<file path="config.mk">
export PLATFORM = sky130hd
export DESIGN_NAME = nvme_rc_init_seq
export DESIGN_NICKNAME = d
export VERILOG_FILES = /design/src/rtl/nvme_rc_init_seq.sv
export SDC_FILE = /design/constraint.sdc
export NUM_CORES = 1
export LEC_CHECK = 0
export CORE_MARGIN = 5
export CORE_UTILIZATION = 30
export CTS_CLUSTER_SIZE = 14
export DETAILED_ROUTE_END_ITERATION = 8
export HOLD_SLACK_MARGIN = 0.02
export PLACE_DENSITY_LB_ADDON = 0.15
export SLEW_MARGIN = 40
export SYNTH_ARGS = -nofsm -noshare
export SYNTH_HDL_FRONTEND = slang
export SYNTH_SLANG_ARGS = --single-unit
</file>
<file path="constraint.sdc">
create_clock -name clk -period 1.9 [get_ports clk]
set_input_delay 0.38 -clock clk [delete_from_list [all_inputs] [get_ports clk]]
set_output_delay 0.38 -clock clk [all_outputs]
set_load 0.03 [all_outputs]
</file>
<file path="src/rtl/nvme_rc_init_seq.sv">
`timescale 1ns/1ps
// Root-complex bring-up sequencer: programs four bridge registers per root port over AXI-Lite.
// Optional per-write readback verification is enabled with macro NVME_INIT_READBACK_EN.
module nvme_rc_init_seq #(
  parameter logic [31:0] P0_CFG_BASE = 32'h0000_0000,
  parameter logic [31:0] P1_CFG_BASE = 32'h0001_0000,
  parameter logic [31:0] P0_BAR      = 32'hA000_0000,
  parameter logic [31:0] P1_BAR      = 32'hB000_0000,
  parameter int unsigned TIMEOUT_CYC = 1024
) (
  input  logic        clk,
  input  logic        rst,
  input  logic        start,
  input  logic [1:0]  link_up,
  output logic [31:0] m_awaddr,
  output logic        m_awvalid,
  input  logic        m_awready,
  output logic [31:0] m_wdata,
  output logic [3:0]  m_wstrb,
  output logic        m_wvalid,
  input  logic        m_wready,
  input  logic [1:0]  m_bresp,
  input  logic        m_bvalid,
  output logic        m_bready,
  output logic [31:0] m_araddr,
  output logic        m_arvalid,
  input  logic        m_arready,
  input  logic [31:0] m_rdata,
  input  logic [1:0]  m_rresp,
  input  logic        m_rvalid,
  output logic        m_rready,
  output logic        busy,
  output logic        done,
  output logic        error,
  output logic [2:0]  err_code,
  output logic [1:0]  port_ready
);

  typedef enum logic [3:0] {
    IDLE, WAIT_LINK, WR, WAIT_B, RD, WAIT_R, NEXT, DONE, ERR
  } state_t;

  localparam logic [15:0] CNT_LAST = 16'(TIMEOUT_CYC - 1);

  state_t      state;
  logic [15:0] cnt;
  logic        port;
  logic [1:0]  step;
  logic        link_lost;
  logic        cur_link;
  logic        timeout;
  logic        nxt_port;
  logic [1:0]  nxt_step;
  logic [31:0] nxt_addr;
  logic [31:0] nxt_data;

  assign cur_link = link_up[port];
  assign timeout  = (cnt == CNT_LAST);
  assign m_wstrb  = 4'hF;

  assign busy  = (state != IDLE) && (state != DONE) && (state != ERR);
  assign done  = (state == DONE);
  assign error = (state == ERR);

  // Target of the next write issued from WAIT_LINK (port 0 step 0) or NEXT.
  always_comb begin
    nxt_port = port;
    nxt_step = step + 2'd1;
    if (state == WAIT_LINK || step == 2'd3) begin
      nxt_port = (state != WAIT_LINK);
      nxt_step = 2'd0;
    end
    nxt_addr = nxt_port ? P1_CFG_BASE : P0_CFG_BASE;
    nxt_data = '0;
    case (nxt_step)
      2'd0: begin nxt_addr = nxt_addr + 32'h004; nxt_data = 32'h0000_0006; end
      2'd1: begin nxt_addr = nxt_addr + 32'h010; nxt_data = nxt_port ? P1_BAR : P0_BAR; end
      2'd2: begin nxt_addr = nxt_addr + 32'h014; nxt_data = '0; end
      default: begin nxt_addr = nxt_addr + 32'h148; nxt_data = 32'h0000_0001; end
    endcase
  end

`ifndef NVME_INIT_READBACK_EN
  logic unused_rd;
  assign unused_rd = ^{m_arready, m_rvalid, m_rresp, m_rdata};
  assign m_arvalid = 1'b0;
  assign m_rready  = 1'b0;
  assign m_araddr  = '0;
`endif

  always_ff @(posedge clk) begin
    if (rst) begin
      state      <= IDLE;
      cnt        <= '0;
      port       <= 1'b0;
      step       <= '0;
      link_lost  <= 1'b0;
      err_code   <= '0;
      port_ready <= '0;
      m_awaddr   <= '0;
      m_awvalid  <= 1'b0;
      m_wdata    <= '0;
      m_wvalid   <= 1'b0;
      m_bready   <= 1'b0;
`ifdef NVME_INIT_READBACK_EN
      m_araddr   <= '0;
      m_arvalid  <= 1'b0;
      m_rready   <= 1'b0;
`endif
    end else begin
      if (cnt != '1) cnt <= cnt + 16'd1;
      if ((state == WR || state == WAIT_B || state == RD || state == WAIT_R) && !cur_link)
        link_lost <= 1'b1;

      case (state)
        IDLE, DONE, ERR: begin
          if (start) begin
            state      <= WAIT_LINK;
            cnt        <= '0;
            err_code   <= '0;
            port_ready <= '0;
            port       <= 1'b0;
            step       <= '0;
            link_lost  <= 1'b0;
          end
        end
        WAIT_LINK: begin
          if (link_up == 2'b11) begin
            state     <= WR;
            cnt       <= '0;
            m_awaddr  <= nxt_addr;
            m_wdata   <= nxt_data;
            m_awvalid <= 1'b1;
            m_wvalid  <= 1'b1;
          end else if (timeout) begin
            state    <= ERR;
            cnt      <= '0;
            err_code <= 3'd1;
          end
        end
        WR: begin
          // AW and W retire independently; B is awaited only once both have.
          if (m_awready) m_awvalid <= 1'b0;
          if (m_wready)  m_wvalid  <= 1'b0;
          if ((!m_awvalid || m_awready) && (!m_wvalid || m_wready)) begin
            state    <= WAIT_B;
            cnt      <= '0;
            m_bready <= 1'b1;
          end
        end
        WAIT_B: begin
          if (m_bvalid) begin
            m_bready <= 1'b0;
            cnt      <= '0;
            if (m_bresp != 2'b00) begin
              state    <= ERR;
              err_code <= 3'd2;
            end else if (link_lost || !cur_link) begin
              state    <= ERR;
              err_code <= 3'd6;
            end else begin
`ifdef NVME_INIT_READBACK_EN
              state     <= RD;
              m_araddr  <= m_awaddr;
              m_arvalid <= 1'b1;
`else
              state     <= NEXT;
`endif
            end
          end else if (timeout) begin
            m_bready <= 1'b0;
            state    <= ERR;
            cnt      <= '0;
            err_code <= 3'd3;
          end
        end
`ifdef NVME_INIT_READBACK_EN
        RD: begin
          if (m_arready) begin
            m_arvalid <= 1'b0;
            m_rready  <= 1'b1;
            state     <= WAIT_R;
            cnt       <= '0;
          end
        end
        WAIT_R: begin
          if (m_rvalid) begin
            m_rready <= 1'b0;
            cnt      <= '0;
            if (m_rresp != 2'b00) begin
              state    <= ERR;
              err_code <= 3'd5;
            end else if (m_rdata != m_wdata) begin
              state    <= ERR;
              err_code <= 3'd4;
            end else if (link_lost || !cur_link) begin
              state    <= ERR;
              err_code <= 3'd6;
            end else begin
              state <= NEXT;
            end
          end else if (timeout) begin
            m_rready <= 1'b0;
            state    <= ERR;
            cnt      <= '0;
            err_code <= 3'd3;
          end
        end
`endif
        NEXT: begin
          cnt <= '0;
          if (link_lost) begin
            state    <= ERR;
            err_code <= 3'd6;
          end else if (step == 2'd3 && port) begin
            port_ready[1] <= 1'b1;
            state         <= DONE;
          end else begin
            if (step == 2'd3) port_ready[0] <= 1'b1;
            port      <= nxt_port;
            step      <= nxt_step;
            state     <= WR;
            m_awaddr  <= nxt_addr;
            m_wdata   <= nxt_data;
            m_awvalid <= 1'b1;
            m_wvalid  <= 1'b1;
          end
        end
        default: state <= IDLE;
      endcase
    end
  end

endmodule
</file>
==> metrics.yaml, run 1 <==
grt:
  groute.layer.met2.usage: 0.187
  antenna_found_initial: 0
  top_usage_layer: "met2"
  grt_overflow_total: 0
  grt_max_degree: 19
  grt_pass1_wl_um: 10100
  grt_pass1_vias: 2105
  grt_util_met3: 0.0223
  grt.met1_usage: 0.135
  track_usage: 0.107
worst_setup_path:
  cp-end-kind: "flip-flop"
  required_ns: 2.09
  cp-endpoint: "err_code[2]"
  cp-startpoint: "state[2]"
  start_kind: "flip-flop"
  r2r_cells: 4
  cp_max_fo: 5
  timing.rr.end: "err_code[2]"
  cp.arrival_ns: 2.14
  worstReg2RegStart: "state[2]"
  criticalPathCategory: "reg -> reg"
  rrSetupSlack_ns: -0.05
floorplan:
  num_io_pins: 159
  die_y_um: 107
  die_w_um: 107
  rows: 35
  design.die.area_um2: 11400
  start_util: 0.307
  core_um2: 9200
logic_synthesis:
  ys_ff_latch: 39
  yosys.area.top_type: "dfxtp_1"
  yosysMostFrequentCell: "buf_4"
  yosysUniqueCellTypes: 58
  synth_top_area_share: 0.277
  seq_area_frac_synth: 0.277
  synth_flop_cell: "dfxtp_1"
  synth_edf_count: 0
  synth_common_cells: "buf_4, nor2_1, dfxtp_1"
  yosysWarningCount: 0
  netlist_instances: 354
  async_flop_share: 0
  syn_area_um2: 2820
  ys_top_cells_by_area: "dfxtp_1, buf_4, nor2_1, nand2_1, a21oi_1"
  avgSynthCellArea_um2: 7.97
clock_tree:
  cts_buffers: 5
  cts_tree: "done"
  clk_latency_ns: 0.30
  cts.path.max_buffers: 2
  htreeDepth: 2
  clkSinkCount: 39
  cts-root-buf: "clkbuf_8"
  clkTransAtPathRegs_ns: 0.09
cells_and_area:
  fill_cells: 980
  antenna_cells: 0
  drive_above_1_share: 0.207
  multi_input_area_um2: 1660
  layout.cells.non_filler: 545
  regArea_um2: 790
  layout.nets: 485
  final_cell_area_um2: 3480
  area_growth_pct: 23.3
sta:
  layout_min_cycle_time_ns: 1.95
  slew_headroom: 0.651
  hold_violations: 0
  fin_ws_ns: -0.0478
  setup_viol: 1
  rsz0062_at_grt: "true"
  fmax_mhz: 513
  worstMarginPinSlew_ns: 0.519
  skew_ns: 0.0161
  slew_violations: 0
  post-route-period-util: 1.03
status:
  status: "complete, but fails checks"
  violations: "setup timing"
placed_design:
  dp.cells: 533
  gp_congestion: 0.823
  portBuffers: 32
  placed_area_um2: 3260
  dp_hpwl_um: 5200
power:
  leakagePower_nw: 1.49
  irDropWorstVdd_mv: 0.251
  powerDensity_nw_per_um2: 586
hold_path:
  hold_depth: 2
  hold_class: "reg -> reg"
  min-delay-start: "step[1]"
drt:
  drc: 0
  postRouteAntennaNets: 0
  via_per_inst: 4.26
  wl_um: 6640
  drt_iter0_drc: 42
  drtPass1Iterations: 4
  vias: 2323
  wl_per_cell_um: 12.2
job:
  maxCapViolCount: 0
placed cells by master (no fill, tap or decap), types with 3 or more instances in the layout:
master	Yosys	final
nor3_1	14	12
inv_1	7	7
dlygate4sd2_1	0	3
and3_1	4	4
a31oi_1	4	4
dfxtp_1	39	34
clkdlybuf4s50_1	0	26
nand2b_1	5	5
nor3b_1	3	3
o21ai_0	7	7
dfxtp_2	0	4
ha_1	6	6
clkbuf_8	0	5
nand3_1	11	10
buf_4	95	55
a211oi_1	7	7
xnor2_1	5	5
a21oi_1	15	15
a21o_1	4	3
conb_1	2	90
nand2_1	23	23
mux2i_1	6	6
nor2_1	41	39
xor2_1	3	3
area by class of cell:
class / instances / area share
clock buffers: 5 / 0.0198
clock inverters: 3 / 0.00575
inverters: 7 / 0.00755
multi-input cells: 292 / 0.477
flip-flops and latches: 39 / 0.227
well taps: 111 / 0.0399
repair buffers: 88 / 0.223
power by group:
part           internal [mW]  total [mW]  switching [mW]  leakage [nW]
combinational          0.187       0.599           0.412          1.13
clock                  0.256       0.587           0.331        0.0402
sequential             0.836       0.853          0.0166         0.318
critical path, stage by stage (launching register included):
cell and delay (ns):
dfxtp_2 0.36, or4b_4 0.54, o211a_1 0.14, or4_4 0.46, o311a_1 0.34
layer usage:
layer / up-vias / part of all wire
met3: 8 / 0.059
met5: - / 0
met4: 0 / 0.0098
met1: 1071 / 0.42
met2: 59 / 0.51
li1: 1185 / -
flip-flops by register name (all words and copies together) (netlist names):
signal,flops
port_ready,2
link_lost,1
m_wdata,4
m_wvalid,1
m_bready,1
cnt,16
m_awvalid,1
step,2
state,4
err_code,3
m_awaddr,3
port,1
cell families (layout without fill, tap and decap cells):
logic type | Yosys count | in the layout | synth area share
AND/OR/NAND/NOR | 124 | 124 | 0.232
buffers and inverters | 111 | 103 | 0.278
AO/OA/AOI/OAI | 57 | 57 | 0.134
flip-flops | 39 | 39 | 0.277
XOR/XNOR | 8 | 8 | 0.0248
multiplexers | 7 | 7 | 0.0253
adder cells (fa/ha/maj) | 6 | 6 | 0.0266
other | 2 | 90 | 0.00266
how the worst min path moves through the flow:
stage          endpoint  slack (ns)
2_1_floorplan   step[1]        0.44
3_3_place_gp    step[1]        0.45
3_5_place_dp    step[1]        0.46
4_1_cts         step[1]        0.47
5_1_grt         step[1]        0.49
6_report        step[1]        0.47
metrics by stage:
stage	TNS, ns	hold WS (ns)	worst slack, ns	utilization	power [mW]
2_1_floorplan	-0.00774	0.440	-0.00774	-	1.43
6_report	-0.0478	0.468	-0.0478	0.378	2.04
3_5_place_dp	-5.21	0.459	-0.485	0.355	1.44
4_1_cts	-0.0430	0.472	-0.0430	0.367	2.04
5_1_grt	-0.848	0.492	-0.0945	0.378	2.14
3_3_place_gp	-5.27	0.452	-0.490	0.355	1.44
what timing repair did:
item	in CTS	in global routing
cloned	0	1
buffers inserted	2	1
gates resized for setup	9	17
setup endpoints to repair	9	27
pin swaps	3	1
hold buffers	0	0
Power figures use the tool's default switching activity.
==> run 2: changes to the inputs <==
--- a/config.mk
+++ b/config.mk
@@ -5,7 +5,7 @@
 export SDC_FILE = /design/constraint.sdc
 export NUM_CORES = 1
 export LEC_CHECK = 0
-export CORE_MARGIN = 5
+export CAP_MARGIN = 20
 export CORE_UTILIZATION = 30
 export CTS_CLUSTER_SIZE = 14
 export DETAILED_ROUTE_END_ITERATION = 8
==> run 2 against run 1 <==
Against the previous run:
- the flow still finishes with violations (setup timing)
- clock skew barely moved
- clock power barely moved
- sequential power barely moved
- critical path type unchanged
- largest cell class unchanged
==> metrics.yaml, run 2 (synthesized netlist as in run 1, its figures left out) <==
status:
  status: "complete, but fails checks"
  violations: "setup timing"
sta:
  fmax_mhz: 504  # -1.9%
  skew_ns: 0.0164  # +0.000300 ns
  whs_ns: 0.470  # +0.00207 ns
  slew_violations: 0  # unchanged
  hold_violations: 0  # unchanged
  fin_ws_ns: -0.0859  # -0.0380 ns
  rsz0062_at_grt: "true"
  layout_min_cycle_time_ns: 1.99  # +0.0380 ns
  post-route-period-util: 1.05  # +0.0200
  setup_viol: 1  # unchanged
worst_setup_path:
  cp-end-kind: "flip-flop"
  critical_path.cell_chain: "or4b_4 > o211a_1 > or4_4 > o311a_1"
  cp_max_fo: 6  # +1
  required_ns: 2.09  # about the same
  slowest_stage: "or4b_4"
  max_stage_delay_ns: 0.54  # about the same
  cp.arrival_ns: 2.17  # +0.03 ns
  start_kind: "flip-flop"
  criticalPathCategory: "reg -> reg"
drt:
  drc: 0  # unchanged
  via_per_inst: 4.22  # -1.1%
  drtPass1Iterations: 4  # unchanged
  vias: 2302  # -0.90%
  drt_iter0_drc: 56  # +33%
  wl_um: 6240  # -6.1%
  wl_per_cell_um: 11.4  # -6.2%
  postRouteAntennaNets: 0  # unchanged
cells_and_area:
  fill_cells: 988  # +0.82%
  layout_commonest_cell: "conb_1"
  largest-register: "cnt"
  layout.nets: 486  # +0.21%
  drive_above_1_share: 0.239  # +0.0317
  antenna_cells: 0  # unchanged
  final_cell_mix: "conb_1, buf_4, nor2_1, dfxtp_1, clkdlybuf4s50_1"
  reg_top3: "cnt x16, m_wdata x4, state x4"
  largest_register_ff_count: 16  # unchanged
  area_growth_pct: 25.9
grt:
  grt_pass1_wl_um: 9530  # -5.2%
  grt_max_degree: 19  # unchanged
  grt_pass1_vias: 2038  # -3.2%
  track_usage: 0.122  # +0.0153
  grt_overflow_total: 0  # unchanged
  antenna_found_initial: 0  # unchanged
power:
  leakagePower_nw: 1.49  # +0.17%
  powerDensity_nw_per_um2: 580  # -1.0%
  irDropWorstVdd_mv: 0.261  # +3.9%
floorplan:
  core_um2: 9200  # unchanged
  num_io_pins: 159  # unchanged
  die_y_um: 99.0  # -7.5%
  die_w_um: 99.0  # -7.5%
  start_util: 0.307  # unchanged
  rows: 35  # unchanged
  design.die.area_um2: 9800  # -14%
hold_path:
  hold_class: "reg -> reg"
clock_tree:
  cts.path.max_buffers: 2  # unchanged
  clk_latency_ns: 0.30  # about the same
  cts-root-buf: "clkbuf_8"
  cts_tree: "done"
  cts_buffers: 5  # unchanged
  htreeDepth: 2  # unchanged
  clkTransAtPathRegs_ns: 0.09  # about the same
  clkSinkCount: 39  # unchanged
  cts_hold_buf: 0  # unchanged
placed_design:
  dp_hpwl_um: 4670  # -10%
  post-place-ws_ns: -0.505  # -0.0195 ns
  gp_congestion: 0.805  # -2.2%
  portBuffers: 32  # unchanged
job:
  maxCapViolCount: 0  # unchanged
run 2: cell types whose count changed in the layout (fill, tap and decap cells not counted), moves of 3 or more:
cell / change
dfxtp_1: -3
dfxtp_2: +4
nor2_1: -5
nor2_4: +5
nor3_1: -3
nor3_4: +4
run 2: final cells by class:
cell class | count | area, µm² | share of cell area
Inverter | 7 | 26.3 | 0.00740
Clock inverter | 3 | 20.0 | 0.00564
Tap cell | 111 | 139 | 0.0391
Clock buffer | 5 | 68.8 | 0.0194
Timing Repair Buffer | 89 | 779 | 0.220
Multi-Input combinational cell | 292 | 1730 | 0.486
Sequential cell | 39 | 791 | 0.223
run 2: final timing paths:
check / from / endpoint / slack, ns / cells after the start
min reg2reg: step[1] / step[1] / 0.47 / 2
max: state[2] / err_code[2] / -0.09 / 4
max reg2reg: state[2] / err_code[2] / -0.09 / 4
min: step[1] / step[1] / 0.47 / 2
run 2: per-stage QoR:
step	setup TNS, ns	power [mW]	cells	utilization	cell area, µm²
finish	-0.0859	2.06	546	0.386	3550
global route	-0.465	2.17	546	0.386	3550
CTS	-0.0954	2.03	542	0.366	3370
detailed placement	-5.27	1.44	534	0.355	3270
global placement	-5.40	1.44	534	0.355	3270
floorplan	-0.00774	1.43	442	-	3150
run 2: per-layer routing:
layer / vias to the layer above / track usage / wire length [µm]
li1: 1193 / - / -
met1: 1050 / 0.155 / 2990
met2: 53 / 0.211 / 2990
met3: 6 / 0.0248 / 216
met4: 0 / 0.0310 / 40
met5: - / 0 / 0
run 2: timing repair:
action,CTS,global route
setup buffers,0,3
setup endpoints to repair,6,29
resized for setup,9,34
pin swaps,2,14
gates cloned,0,1
run 2: critical path: cells and delay by family (launching register included):
kind,cells,cell delay (ns)
compound gates,2,0.49
flops,1,0.38
simple gates,2,1.00
run 2: power breakdown:
part | switching [mW] | internal [mW]
logic | 0.425 | 0.191
clock network | 0.332 | 0.256
registers | 0.0178 | 0.838
==> run 3: changes to the inputs <==
--- a/config.mk
+++ b/config.mk
@@ -5,6 +5,7 @@
 export SDC_FILE = /design/constraint.sdc
 export NUM_CORES = 1
 export LEC_CHECK = 0
+export ABC_CLOCK_PERIOD_IN_PS = 1900
 export CAP_MARGIN = 20
 export CORE_UTILIZATION = 30
 export CTS_CLUSTER_SIZE = 14
==> results of run 3 <==
No change in the layout: final DEF, timing and power equal those of run 2.
